===== src/rtl/dsp_mac_sequencer.sv =====
// dsp_mac_sequencer: drives one DSP slice as a multiply-accumulator and returns the dot product
module dsp_mac_sequencer #(
  parameter int OPM_DLY = 1,
  parameter int P_DLY = 3
) (
  input  logic        clk,
  input  logic        rst_n,
  input  logic        start,
  input  logic [7:0]  len,
  output logic        busy,
  input  logic        in_valid,
  input  logic [17:0] in_a,
  input  logic [17:0] in_b,
  output logic        in_ready,
  output logic [17:0] dsp_A,
  output logic [17:0] dsp_B,
  output logic [7:0]  dsp_opmode,
  output logic        dsp_ce,
  input  logic [47:0] dsp_P,
  output logic        res_valid,
  output logic [47:0] res_data,
  input  logic        res_ready
);
  typedef enum logic [1:0] {IDLE, RUN, DRAIN, DONE} state_t;
  state_t state;
  logic [7:0] remaining;
  logic [3:0] drain_cnt;
  logic first;
  logic issue;
  logic [7:0] opm_in;
  assign in_ready = state == RUN;
  assign issue = in_valid && in_ready;
  assign dsp_A = issue ? in_a : '0;
  assign dsp_B = issue ? in_b : '0;
  assign dsp_ce = state == RUN || state == DRAIN;
  assign busy = state != IDLE;
  assign opm_in = !dsp_ce ? 8'h00 : issue ? (first ? 8'h01 : 8'h09) : (first ? 8'h00 : 8'h08);
  generate
    if (OPM_DLY == 0) begin : g_direct
      assign dsp_opmode = opm_in;
    end else begin : g_pipe
      logic [7:0] opm_q [OPM_DLY];
      always_ff @(posedge clk) begin
        if (!rst_n) begin
          for (int i = 0; i < OPM_DLY; i++) opm_q[i] <= '0;
        end else if (dsp_ce) begin
          opm_q[0] <= opm_in;
          for (int i = 1; i < OPM_DLY; i++) opm_q[i] <= opm_q[i-1];
        end
      end
      assign dsp_opmode = opm_q[OPM_DLY-1];
    end
  endgenerate
  always_ff @(posedge clk) begin
    if (!rst_n) begin
      state <= IDLE;
      remaining <= '0;
      drain_cnt <= '0;
      first <= 1'b0;
      res_valid <= 1'b0;
      res_data <= '0;
    end else begin
      case (state)
        IDLE: if (start) begin
          if (len != 8'd0) begin
            state <= RUN;
            remaining <= len;
            first <= 1'b1;
          end else begin
            state <= DONE;
            res_data <= '0;
            res_valid <= 1'b1;
          end
        end
        RUN: if (issue) begin
          first <= 1'b0;
          remaining <= remaining - 8'd1;
          if (remaining == 8'd1) begin
            state <= DRAIN;
            drain_cnt <= 4'(P_DLY - 1);
          end
        end
        DRAIN: if (drain_cnt == 4'd0) begin
          state <= DONE;
          res_data <= dsp_P;
          res_valid <= 1'b1;
        end else begin
          drain_cnt <= drain_cnt - 4'd1;
        end
        DONE: if (res_ready) begin
          state <= IDLE;
          res_valid <= 1'b0;
        end
        default: state <= IDLE;
      endcase
    end
  end
endmodule

===== config.mk =====
export PLATFORM = sky130hd
export DESIGN_NAME = dsp_mac_sequencer
export DESIGN_NICKNAME = d
export VERILOG_FILES = /design/src/rtl/dsp_mac_sequencer.sv
export SDC_FILE = /design/constraint.sdc
export NUM_CORES = 1
export LEC_CHECK = 0
export ABC_AREA = 1
export CORE_UTILIZATION = 30
export CTS_CLUSTER_DIAMETER = 40
export DETAILED_ROUTE_END_ITERATION = 8
export GPL_ROUTABILITY_DRIVEN = 0
export GPL_TIMING_DRIVEN = 0
export PLACE_DENSITY = 0.67
export RECOVER_POWER = 50
export REMOVE_ABC_BUFFERS = 1
export SKIP_CTS_REPAIR_TIMING = 1
export SLEW_MARGIN = 20
export SYNTH_ARGS = -nofsm -noshare
export SYNTH_HDL_FRONTEND = slang
export SYNTH_SLANG_ARGS = --single-unit

===== constraint.sdc =====
create_clock -name clk -period 1.82 [get_ports clk]
set_clock_uncertainty 0.15 [all_clocks]
set_input_delay 0.364 -clock clk [delete_from_list [all_inputs] [get_ports clk]]
set_output_delay 0.364 -clock clk [all_outputs]
set_load 0.02 [all_outputs]

* After elaboration in Yosys (flattened, before gate mapping)
Memory sizes are Yosys's and may differ from the RTL's. Cells that the tools add are included.
Word-level totals: bits in registers 64, word-level logic and storage cells 77, memory bits (read-only) 0, latch bits 0, RAM bits 4, input port bits 97, memories 1
Memories:
- g_pipe.opm_q | words 1, bits a word 4, read ports 1, clocked after memory_dff 0, wr ports 1, RTL line 42 | logic [7:0] opm_q [OPM_DLY];
Cells by class: muxes and demuxes 40, $lt $le $gt $ge 0, div/mod/pow operators 0, multipliers 0, equal/unequal tests 12, shift operators 0, bitwise logic cells 0, reductions and logical operators 16, add/sub/neg operators 2
Operators by type and width (count):
- 2-to-1 mux 48 bit | 3
- case mux 48 bit (2 select lines) | 1
- 2-to-1 mux 18 bit | 2
- 2-to-1 mux 4 bit | 8
- 2-to-1 mux 8 bit | 3
- case mux 8 bit (2 select lines) | 1
- 2-to-1 mux 1 bit | 12
- 2-to-1 mux 2 bit | 6
- AND reduction 4 bit | 3
- inequality test 2 bit (second input constant) | 5
- AND reduction 5 bit | 2
- == test 8 x 1 -> 1 bit (second input constant) | 1
- case mux 2 bit (4 select lines) | 1
- case mux 4 bit (2 select lines) | 1
- nonzero test 2 bit | 4
- nonzero test 8 bit | 1
- subtractor 8 x 1 -> 8 bit (second input constant) | 1
- inequality test 2 x 1 -> 1 bit (second input constant) | 3
- == test 2 bit (second input constant) | 2
- logical NOT 4 bit | 1
- OR reduction 4 bit | 1
- subtractor 4 x 1 -> 4 bit (second input constant) | 1
- case mux 1 bit (3 select lines) | 1
- nonzero test 3 bit | 1
- 5 further kinds | 5

* Longest topological paths before layout
Gate-level depths: netlist of the first run.
depth in word-level cells 7, mapped depth 12, gate-level depth less buffers 11

* Worst setup path after synthesis of the first run
OpenSTA, ideal clock, no wires.
kind register to output, from reg state[1], to out dsp_A[10], path buffers 2, stages on the path, launching flop included 7, required time 1.306 ns, data arrival time 1.522 ns, slack -0.216 ns, cell sequence dfxtp_1 inv_1 ha_1 nand2_1 clkbuf_1 buf_1 nor2_1
Between the ends: longest elaborated chain between the ends 3
Ends and longest elaborated chain:
- from (decl) | RTL line 25 | state_t state;
- from (signal assigned) | RTL line 56 | state <= IDLE;
- from (signal assigned) | RTL line 66 | state <= RUN;
- from (signal assigned) | RTL line 70 | state <= DONE;
- == test 2 x 1 -> 1 bit | RTL line 31 | assign in_ready = state == RUN;
- via in_ready | RTL line 14 | output logic in_ready,
- logical AND 1 bit | RTL line 32 | assign issue = in_valid && in_ready;
- 2-to-1 mux 18 bit | RTL line 33 | assign dsp_A = issue ? in_a : '0;
- to (decl) | RTL line 15 | output logic [17:0] dsp_A,
The timed path passes the listed nets, and every way through them passes these cells.

* Worst setup path in the final report of the first run
from reg state[1], to reg res_data[15]
Between the ends: longest elaborated chain between the ends 3
Ends and longest elaborated chain:
- == test 2 bit or logical NOT 2 bit (tied branches) | RTL line 63 | case (state)
- inequality test 2 x 1 -> 1 bit (no line), or another cell as far along
- AND reduction 4 bit (no line)
- to (signal assigned) | RTL line 85 | res_data <= dsp_P;
- to (decl) | RTL line 21 | output logic [47:0] res_data,
Several ways; a longest one is shown, not always the timed one. A chain may end at the register's enable or synchronous reset.

==> impl_metrics.env, run 1 <==
export IMPL_status="complete, but fails checks"
export IMPL_violations="DRC, setup timing"
export IMPL_rsz0062_at_grt="yes"
export IMPL_seq_area_um2=1350
export IMPL_die_w_um=111
export IMPL_cts_buffer_depth=2
export IMPL_layout_cells_most_common="clkdlybuf4s50_1"
export IMPL_ys_seq_area_share_pct=37.5
export IMPL_clkLatencyLatePin_ns=0.32
export IMPL_wl_mm=13.4
export IMPL_ys_ff_latch=66
export IMPL_ioPinCount=193
export IMPL_grt_pass1_wl_mm=17.0
export IMPL_dr_pass1_iters=6
export IMPL_slew_viol_final=0
export IMPL_yosysTopAreaCellShare_pct=35.8
export IMPL_rows=39
export IMPL_clock_sinks=66
export IMPL_grt_overflow=0
export IMPL_ir_drop_mv=0.868
export IMPL_finalInstanceArea_um2=6950
export IMPL_die_h_um=111
export IMPL_hold_viol=0
export IMPL_avgSynthCellArea_um2=6.19
export IMPL_coreArea_um2=11500
export IMPL_grt_max_degree=50
export IMPL_wire_per_inst_um=14.2
export IMPL_cts_clk_slew_worst_paths_ns=0.05
export IMPL_multi_input_area_um2=2230
export IMPL_critPathKind="reg -> reg"
export IMPL_area_delta_synth_final_pct=94.2
export IMPL_synthDistinctLibCells=29
export IMPL_worstSetupEndpointType="flip-flop"
export IMPL_tightest_slew_ns=0.531
export IMPL_cts_tree="yes"
export IMPL_critical_path_required_ns=1.89
export IMPL_p_leak_nw=3.91
export IMPL_diodes=0
export IMPL_ant_nets=0
export IMPL_cts_made_buffers=9
export IMPL_crit_path_cell_trace="inv_4 > buf_4 > ha_4 > inv_4 > or2_4 > nand2_4 > a21oi_4 > buf_6 > nand2_8 > buf_12 > clkinv_16 > nor2_2 > nor2_1"
export IMPL_drive_gt1_share_pct=24.8
export IMPL_setup_violations_final=97
export IMPL_grt_util_all_layers_pct=16.9
export IMPL_fin_ws_ns=-0.228
export IMPL_arrival_ns=2.12
export IMPL_yosys_warnings=0
export IMPL_placedInstanceArea_um2=5490
export IMPL_finalPower_w=0.0129
export IMPL_fmax_mhz=488
export IMPL_cts_root_buf="clkbuf_16"
export IMPL_synth_area_leader_cell="dfxtp_1"
export IMPL_drc_errors=36
export IMPL_cp_common_cell="inv_4"
export IMPL_cpPeakStageDelay_ns=0.37
export IMPL_fin_crit_sh_pct=113
export IMPL_dieArea_um2=12400
export IMPL_layout_nets=904
export IMPL_cpMaxStageDelayCell="dfxtp_4"
export IMPL_worst_setup_path_start_kind="flip-flop"
export IMPL_io_buffers=186
export IMPL_utilization_pct=60.4
export IMPL_hpwl_mm=7.57
export IMPL_drv_cap=0
export IMPL_power_density_nw_per_um2=1850
export IMPL_mappedNetlistArea_um2=3580
export IMPL_final_cell_mix="clkdlybuf4s50_1 (105), inv_1 (102), nand2_1 (101)"
export IMPL_pre_cts_slack_ns=-1.45
export IMPL_synth_area_top_cells="dfxtp_1 (36%), nor2_1 (16%), inv_1 (11%)"
export IMPL_period_needed_ns=2.05
export IMPL_crit_fanout=7
export IMPL_slew_headroom_pct=64.6
export IMPL_grt_pass1_vias=3755
export IMPL_cts_htree_levels=3
export IMPL_rrSetupSlack_ns=-0.23
export IMPL_fillers=1051
export IMPL_initial_core_util_pct=31.1
export IMPL_synthCells=578
export IMPL_avgViaCountPerCell=4.63
export IMPL_drt_iter0_drc=214
export IMPL_antenna_found_initial=0
export IMPL_hp_class="reg -> reg"
export IMPL_num_vias=4373
[layout make-up]
type                            count  area share [%]
Clock buffer                       13            3.74
Clock inverter                      2           0.180
Inverter                          108            6.39
Multi-Input combinational cell    382            32.1
Sequential cell                    66            19.4
Tap cell                          143            2.57
Timing Repair Buffer              223            34.0
Timing Repair inverter              8            1.62
[cells by family after synthesis]
kind of cell / synth area share (%)
AOI/OAI and AO/OA: 10.9
other: 0.105
buffers and inverters: 17.0
xor gates and xnor gates: 0.489
muxes: 0.280
DFF: 37.5
and+or+nand+nor: 30.7
adders and majority gates: 3.15
[routing by layer]
layer | global-route usage [%] | vias up | share of wire [%]
met4 | 6.67 | 0 | 1.3
met2 | 27.8 | 184 | 51
li1 | - | 2161 | -
met1 | 18.1 | 2013 | 38
met3 | 8.97 | 15 | 9.7
met5 | 0 | - | 0
[Yosys cell counts, drive strengths merged]
cell and count:
nor3 3, nor2 154, clkbuf 10, buf 25, nand3b 1, nand4 3, or2 1, a21oi 16
clkinv 1, nand2 106, o21bai 1, inv 107, o31ai 1, dfxtp 64, ha 9, o21ai 58
mux2i 1, nand3 12, xor2 2, edfxtp 2, conb 1
[report_power, final]
part	switching, W	internal, W	total, W
sequential	0.000515	0.00215	0.00267
combinational	0.00487	0.00373	0.00860
clock	0.000596	0.000986	0.00158
total	0.00599	0.00687	0.0129
[sequential cells by signal, summed over array words and instances, names as in the netlist]
signal / flops
res_data: 48
res_valid: 1
drain_cnt: 4
remaining: 8
first: 1
state: 2
g_pipe.opm_q: 2
[worst paths after layout]
kind,start,endpoint,cells after the start
max,state[1],res_data[15],13
min,res_valid,res_valid,2
max reg2reg,state[1],res_data[15],13
min reg2reg,res_valid,res_valid,2
[per-stage QoR]
| step | cells | setup TNS (ns) | hold WS, ns |
|---|---|---|---|
| after floorplan | 548 | -87.33 | 0.296 |
| after global placement | 877 | -178.08 | 0.308 |
| after detailed placement | 879 | -129.48 | 0.311 |
| after CTS | 894 | -141.87 | 0.320 |
| after global routing | 945 | -21.84 | 0.353 |
| final | 945 | -15.53 | 0.318 |
[critical path: cells and delay by family (launching register included)]
family,cells,cell delay [ns]
adder cells (fa/ha/maj),1,0.15
buffers and inverters,6,0.59
AO/OA/AOI/OAI,1,0.04
flip-flops,1,0.37
AND/OR/NAND/NOR,5,0.63
(Power assumes the default switching activity.)
==> inputs of run 2 (changes only) <==
--- a/config.mk
+++ b/config.mk
@@ -6,12 +6,14 @@
 export NUM_CORES = 1
 export LEC_CHECK = 0
 export ABC_AREA = 1
+export CORE_MARGIN = 5
 export CORE_UTILIZATION = 30
 export CTS_CLUSTER_DIAMETER = 40
+export CTS_CLUSTER_SIZE = 24
 export DETAILED_ROUTE_END_ITERATION = 8
 export GPL_ROUTABILITY_DRIVEN = 0
 export GPL_TIMING_DRIVEN = 0
-export PLACE_DENSITY = 0.67
+export PLACE_DENSITY = 0.63
 export RECOVER_POWER = 50
 export REMOVE_ABC_BUFFERS = 1
 export SKIP_CTS_REPAIR_TIMING = 1
==> impl_metrics.env, run 2 (synthesized netlist as in run 1, its figures left out) <==
export IMPL_finalNonFillerCells=941
export IMPL_diodes=0
export IMPL_largest_register_ffs=48
export IMPL_finalPower_w=0.0130
export IMPL_worst_setup_path_start_kind="flip-flop"
export IMPL_grt_max_degree=50
export IMPL_num_vias=4307
export IMPL_wl_mm=14.3
export IMPL_die_h_um=119
export IMPL_wire_per_inst_um=15.2
export IMPL_fin_crit_sh_pct=111
export IMPL_antenna_found_initial=0
export IMPL_clock_sinks=66
export IMPL_critPathKind="reg -> out"
export IMPL_hp_class="reg -> reg"
export IMPL_die_w_um=119
export IMPL_grt_pass1_wl_mm=17.8
export IMPL_ir_drop_mv=0.887
export IMPL_grt_overflow=0
export IMPL_fillers=1078
export IMPL_initial_core_util_pct=31.0
export IMPL_drc_errors=0
export IMPL_crit_fanout=19
export IMPL_setup_violations_final=88
export IMPL_crit_path_cell_trace="inv_6 > ha_4 > nand2_8 > nor2_2 > clkbuf_2"
export IMPL_area_delta_synth_final_pct=88.5
export IMPL_critical_path_required_ns=1.31
export IMPL_rsz0062_at_grt="yes"
export IMPL_grt_pass1_vias=3728
export IMPL_arrival_ns=1.51
export IMPL_final_cell_mix="nor2_1 (135), clkdlybuf4s50_1 (111), inv_1 (102), nand2_1 (102), dfxtp_1 (62)"
export IMPL_top_regs="res_data (48), remaining (8), drain_cnt (4)"
export IMPL_hold_viol=0
export IMPL_slew_headroom_pct=55.3
export IMPL_status="complete, but fails checks"
export IMPL_drv_cap=0
export IMPL_fmax_mhz=495
export IMPL_slew_viol_final=0
export IMPL_pre_cts_slack_ns=-1.51
export IMPL_cts_made_buffers=9
export IMPL_placedInstanceArea_um2=5490
export IMPL_cpMaxStageDelayCell="dfxtp_4"
export IMPL_ant_nets=0
export IMPL_coreArea_um2=11600
export IMPL_cts_clk_slew_worst_paths_ns=0.06
export IMPL_finalHoldWorstSlack_ns=0.316
export IMPL_cts_root_buf="clkbuf_16"
export IMPL_top_register="res_data"
export IMPL_drive_gt1_share_pct=23.1
export IMPL_worstSetupEndpointType="output port"
export IMPL_layout_cells_most_common="nor2_1"
export IMPL_power_density_nw_per_um2=1920
export IMPL_period_needed_ns=2.02
export IMPL_cts_buffer_depth=2
export IMPL_cpPeakStageDelay_ns=0.37
export IMPL_dp_cells=879
export IMPL_grt_util_all_layers_pct=15.2
export IMPL_hpwl_mm=8.16
export IMPL_ioPinCount=193
export IMPL_violations="setup timing"
export IMPL_dr_pass1_iters=4
export IMPL_dieArea_um2=14200
export IMPL_rows=39
export IMPL_cts_tree="yes"
export IMPL_tightest_slew_ns=0.671
export IMPL_p_leak_nw=3.79
export IMPL_clkLatencyLatePin_ns=0.32
export IMPL_finalInstanceArea_um2=6750
export IMPL_io_buffers=186
export IMPL_layout_nets=899
export IMPL_cts_htree_levels=3
export IMPL_avgViaCountPerCell=4.58
export IMPL_drt_iter0_drc=126
export IMPL_fin_ws_ns=-0.200
-- run 2: worst paths after layout --
| kind | slack (ns) | from | to | cells after the start |
|---|---|---|---|---|
| setup / recovery | -0.20 | state[1] | dsp_B[6] | 5 |
| hold / removal | 0.32 | res_valid | res_valid | 2 |
| setup reg to reg | -0.20 | state[1] | res_data[34] | 12 |
| hold reg to reg | 0.32 | res_valid | res_valid | 2 |
-- run 2: routing by layer --
layer,track usage (%),part of all wire (%)
met5,0,0
met1,17.4,39
met2,24.4,49
met4,3.91,1.6
met3,8.77,10
-- run 2: where the power goes --
group          internal [W]  switching [W]
Combinational       0.00365        0.00513
Clock              0.000958       0.000644
Sequential          0.00215       0.000426
-- run 2: critical path: cells and delay by family, from the launching register on --
family | cells | cell delay (ns)
buffers and inverters | 2 | 0.25
adders and majority gates | 1 | 0.26
DFF | 1 | 0.37
and+or+nand+nor | 2 | 0.29
-- run 2: stage by stage --
step | utilization, % | TNS (ns)
3_5_place_dp | 47.5 | -131.21
2_1_floorplan | - | -87.33
6_report | 58.3 | -13.29
3_3_place_gp | 47.0 | -188.64
5_1_grt | 58.3 | -19.91
4_1_cts | 49.8 | -147.43
-- run 2: final cells by class --
type	instances	area, um2	share of cell area (%)
clock buffers	12	246	3.65
multi-input cells	382	2150	31.9
clock inverters	4	26.3	0.389
repair buffers	219	2250	33.3
repair inverters	7	98.8	1.47
flip-flops and latches	66	1350	20.0
inverters	108	445	6.60
well taps	143	179	2.65
==> inputs of run 3 (changes only) <==
--- a/config.mk
+++ b/config.mk
@@ -17,7 +17,6 @@
 export RECOVER_POWER = 50
 export REMOVE_ABC_BUFFERS = 1
 export SKIP_CTS_REPAIR_TIMING = 1
-export SLEW_MARGIN = 20
 export SYNTH_ARGS = -nofsm -noshare
 export SYNTH_HDL_FRONTEND = slang
 export SYNTH_SLANG_ARGS = --single-unit
==> impl_metrics.env, run 3 (synthesized netlist as in run 1, its figures left out) <==
export IMPL_ir_drop_mv=0.855
export IMPL_crit_family="compound AO/OA/AOI/OAI gates"
export IMPL_critPathKind="reg -> reg"
export IMPL_ioPinCount=193
export IMPL_tightest_slew_ns=0.607
export IMPL_wl_met2_mm=6.34
export IMPL_seq_power_share_pct=21.2
export IMPL_die_h_um=119
export IMPL_worst_setup_path_start_kind="flip-flop"
export IMPL_fin_ws_ns=-0.252
export IMPL_timing_rr_end="res_data[20]"
export IMPL_hold_viol=0
export IMPL_cts_htree_levels=3
export IMPL_hpwl_mm=8.09
export IMPL_worstSetupEndpointType="flip-flop"
export IMPL_io_buffers=186
export IMPL_period_needed_ns=2.07
export IMPL_diodes=0
export IMPL_finalHoldWorstSlack_ns=0.316
export IMPL_rsz0062_at_grt="yes"
export IMPL_initial_core_util_pct=31.0
export IMPL_ant_nets=0
export IMPL_power_density_nw_per_um2=1840
export IMPL_r2r_start="state[0]"
export IMPL_cts_tree="yes"
export IMPL_holdCritStartpoint="res_valid"
export IMPL_layout_cells_most_common="nor2_1"
export IMPL_p_leak_nw=3.51
export IMPL_setup_tns_ns=-17.97
export IMPL_top_register="res_data"
export IMPL_clkPwrFrac_pct=14.8
export IMPL_clkLatencyLatePin_ns=0.33
export IMPL_wl_mm=13.7
export IMPL_cts_made_buffers=9
export IMPL_grt_overflow=0
export IMPL_setup_violations_final=95
export IMPL_grt_max_degree=57
export IMPL_critical_path_required_ns=1.89
export IMPL_crit_fanout=12
export IMPL_dieArea_um2=14200
export IMPL_path_buf_inv=3
export IMPL_clock_sinks=66
export IMPL_dr_max_layer_used="met4"
export IMPL_avgViaCountPerCell=4.47
export IMPL_p_comb_share_pct=64.0
export IMPL_arrival_ns=2.14
export IMPL_top_regs="res_data (48), remaining (8), drain_cnt (4)"
export IMPL_die_w_um=119
export IMPL_slew_headroom_pct=59.5
export IMPL_r2r_cells=10
export IMPL_grt_util_all_layers_pct=15.1
export IMPL_largest_register_ffs=48
export IMPL_cts_buffer_depth=2
export IMPL_coreArea_um2=11600
export IMPL_hp_class="reg -> reg"
export IMPL_switching_power_w=0.00560
export IMPL_drt_iter0_drc=100
export IMPL_cts_clk_slew_worst_paths_ns=0.06
export IMPL_cpMaxStageDelayCell="dfxtp_4"
export IMPL_slew_viol_final=0
export IMPL_violations="setup timing"
export IMPL_fmax_mhz=483
export IMPL_met3_length_mm=1.53
export IMPL_antenna_found_initial=0
export IMPL_num_vias=4170
export IMPL_grt_pass1_wl_mm=17.5
export IMPL_hold_path_end="res_valid"
export IMPL_wl_met1_mm=5.63
export IMPL_wire_per_inst_um=14.6
export IMPL_drv_cap=0
export IMPL_drc_errors=0
export IMPL_fin_crit_sh_pct=114
export IMPL_dr_pass1_iters=4
export IMPL_fillers=1087
export IMPL_cpPeakStageDelay_ns=0.38
export IMPL_final_cell_mix="nor2_1 (120), clkdlybuf4s50_1 (109), inv_1 (103)"
export IMPL_drive_gt1_share_pct=20.0
export IMPL_rrSetupSlack_ns=-0.25
export IMPL_layout_nets=891
export IMPL_crit_start="state[0]"
export IMPL_p_sw_share_pct=46.8
export IMPL_internal_power_w=0.00636
export IMPL_status="complete, but fails checks"
export IMPL_cts_root_buf="clkbuf_16"
export IMPL_area_delta_synth_final_pct=81.4
export IMPL_finalPower_w=0.0120
export IMPL_rows=39
export IMPL_grt_pass1_vias=3616
export IMPL_min_path_cells=2
export IMPL_crit_path_cell_trace="inv_2 > ha_2 > inv_4 > or2_4 > nand2_2 > a21oi_4 > buf_12 > nand2_8 > o21ai_1 > nor2_1"
==> run 3: how the worst max path moves through the flow <==
stage / to / slack, ns / cells past startpoint
6_report: res_data[20] / -0.25 / 10
5_1_grt: res_data[10] / -0.35 / 10
4_1_cts: dsp_B[6] / -1.74 / 5
3_5_place_dp: res_data[34] / -1.50 / 9
3_3_place_gp: res_data[13] / -2.45 / 8
2_1_floorplan: res_data[0] / -1.14 / 8
==> run 3: stage by stage <==
stage	utilization (%)	std cells	cell area, um2	worst slack [ns]
final	56.1	933	6490	-0.252
after global routing	56.1	933	6490	-0.348
after CTS	49.9	894	5770	-1.74
after detailed placement	47.2	878	5460	-1.50
after global placement	47.0	877	5440	-2.45
after floorplan	-	548	3400	-1.14
==> run 3: area by class of cell <==
type	count	area (um2)	area share (%)
clock buffer	10	239	3.68
clock inverter	6	66.3	1.02
inverter	108	440	6.78
multi-input combinational	384	2070	31.9
sequential	66	1350	20.8
tap	143	179	2.76
timing repair buffer	214	2120	32.7
timing repair inverter	2	27.5	0.424
==> run 3: per-layer routing <==
| layer | vias to the layer above | track usage [%] |
|---|---|---|
| li1 | 2140 | - |
| met1 | 1850 | 16.8 |
| met2 | 170 | 24.5 |
| met3 | 10 | 8.77 |
| met4 | 0 | 3.91 |
| met5 | - | 0 |
==> run 3: worst min-delay path, cell delays in order (launching register included) <==
cell	delay (ns)
dfxtp_1	0.31
nand2_1	0.06
a21oi_1	0.05
==> run 3: power groups by stage <==
stage	Clock [W]	Combinational, W	Sequential [W]
2_1_floorplan	0	0.00280	0.00314
3_3_place_gp	0	0.00569	0.00251
3_5_place_dp	0	0.00580	0.00254
4_1_cts	0.00181	0.00583	0.00252
5_1_grt	0.00189	0.00838	0.00262
6_report	0.00177	0.00766	0.00253
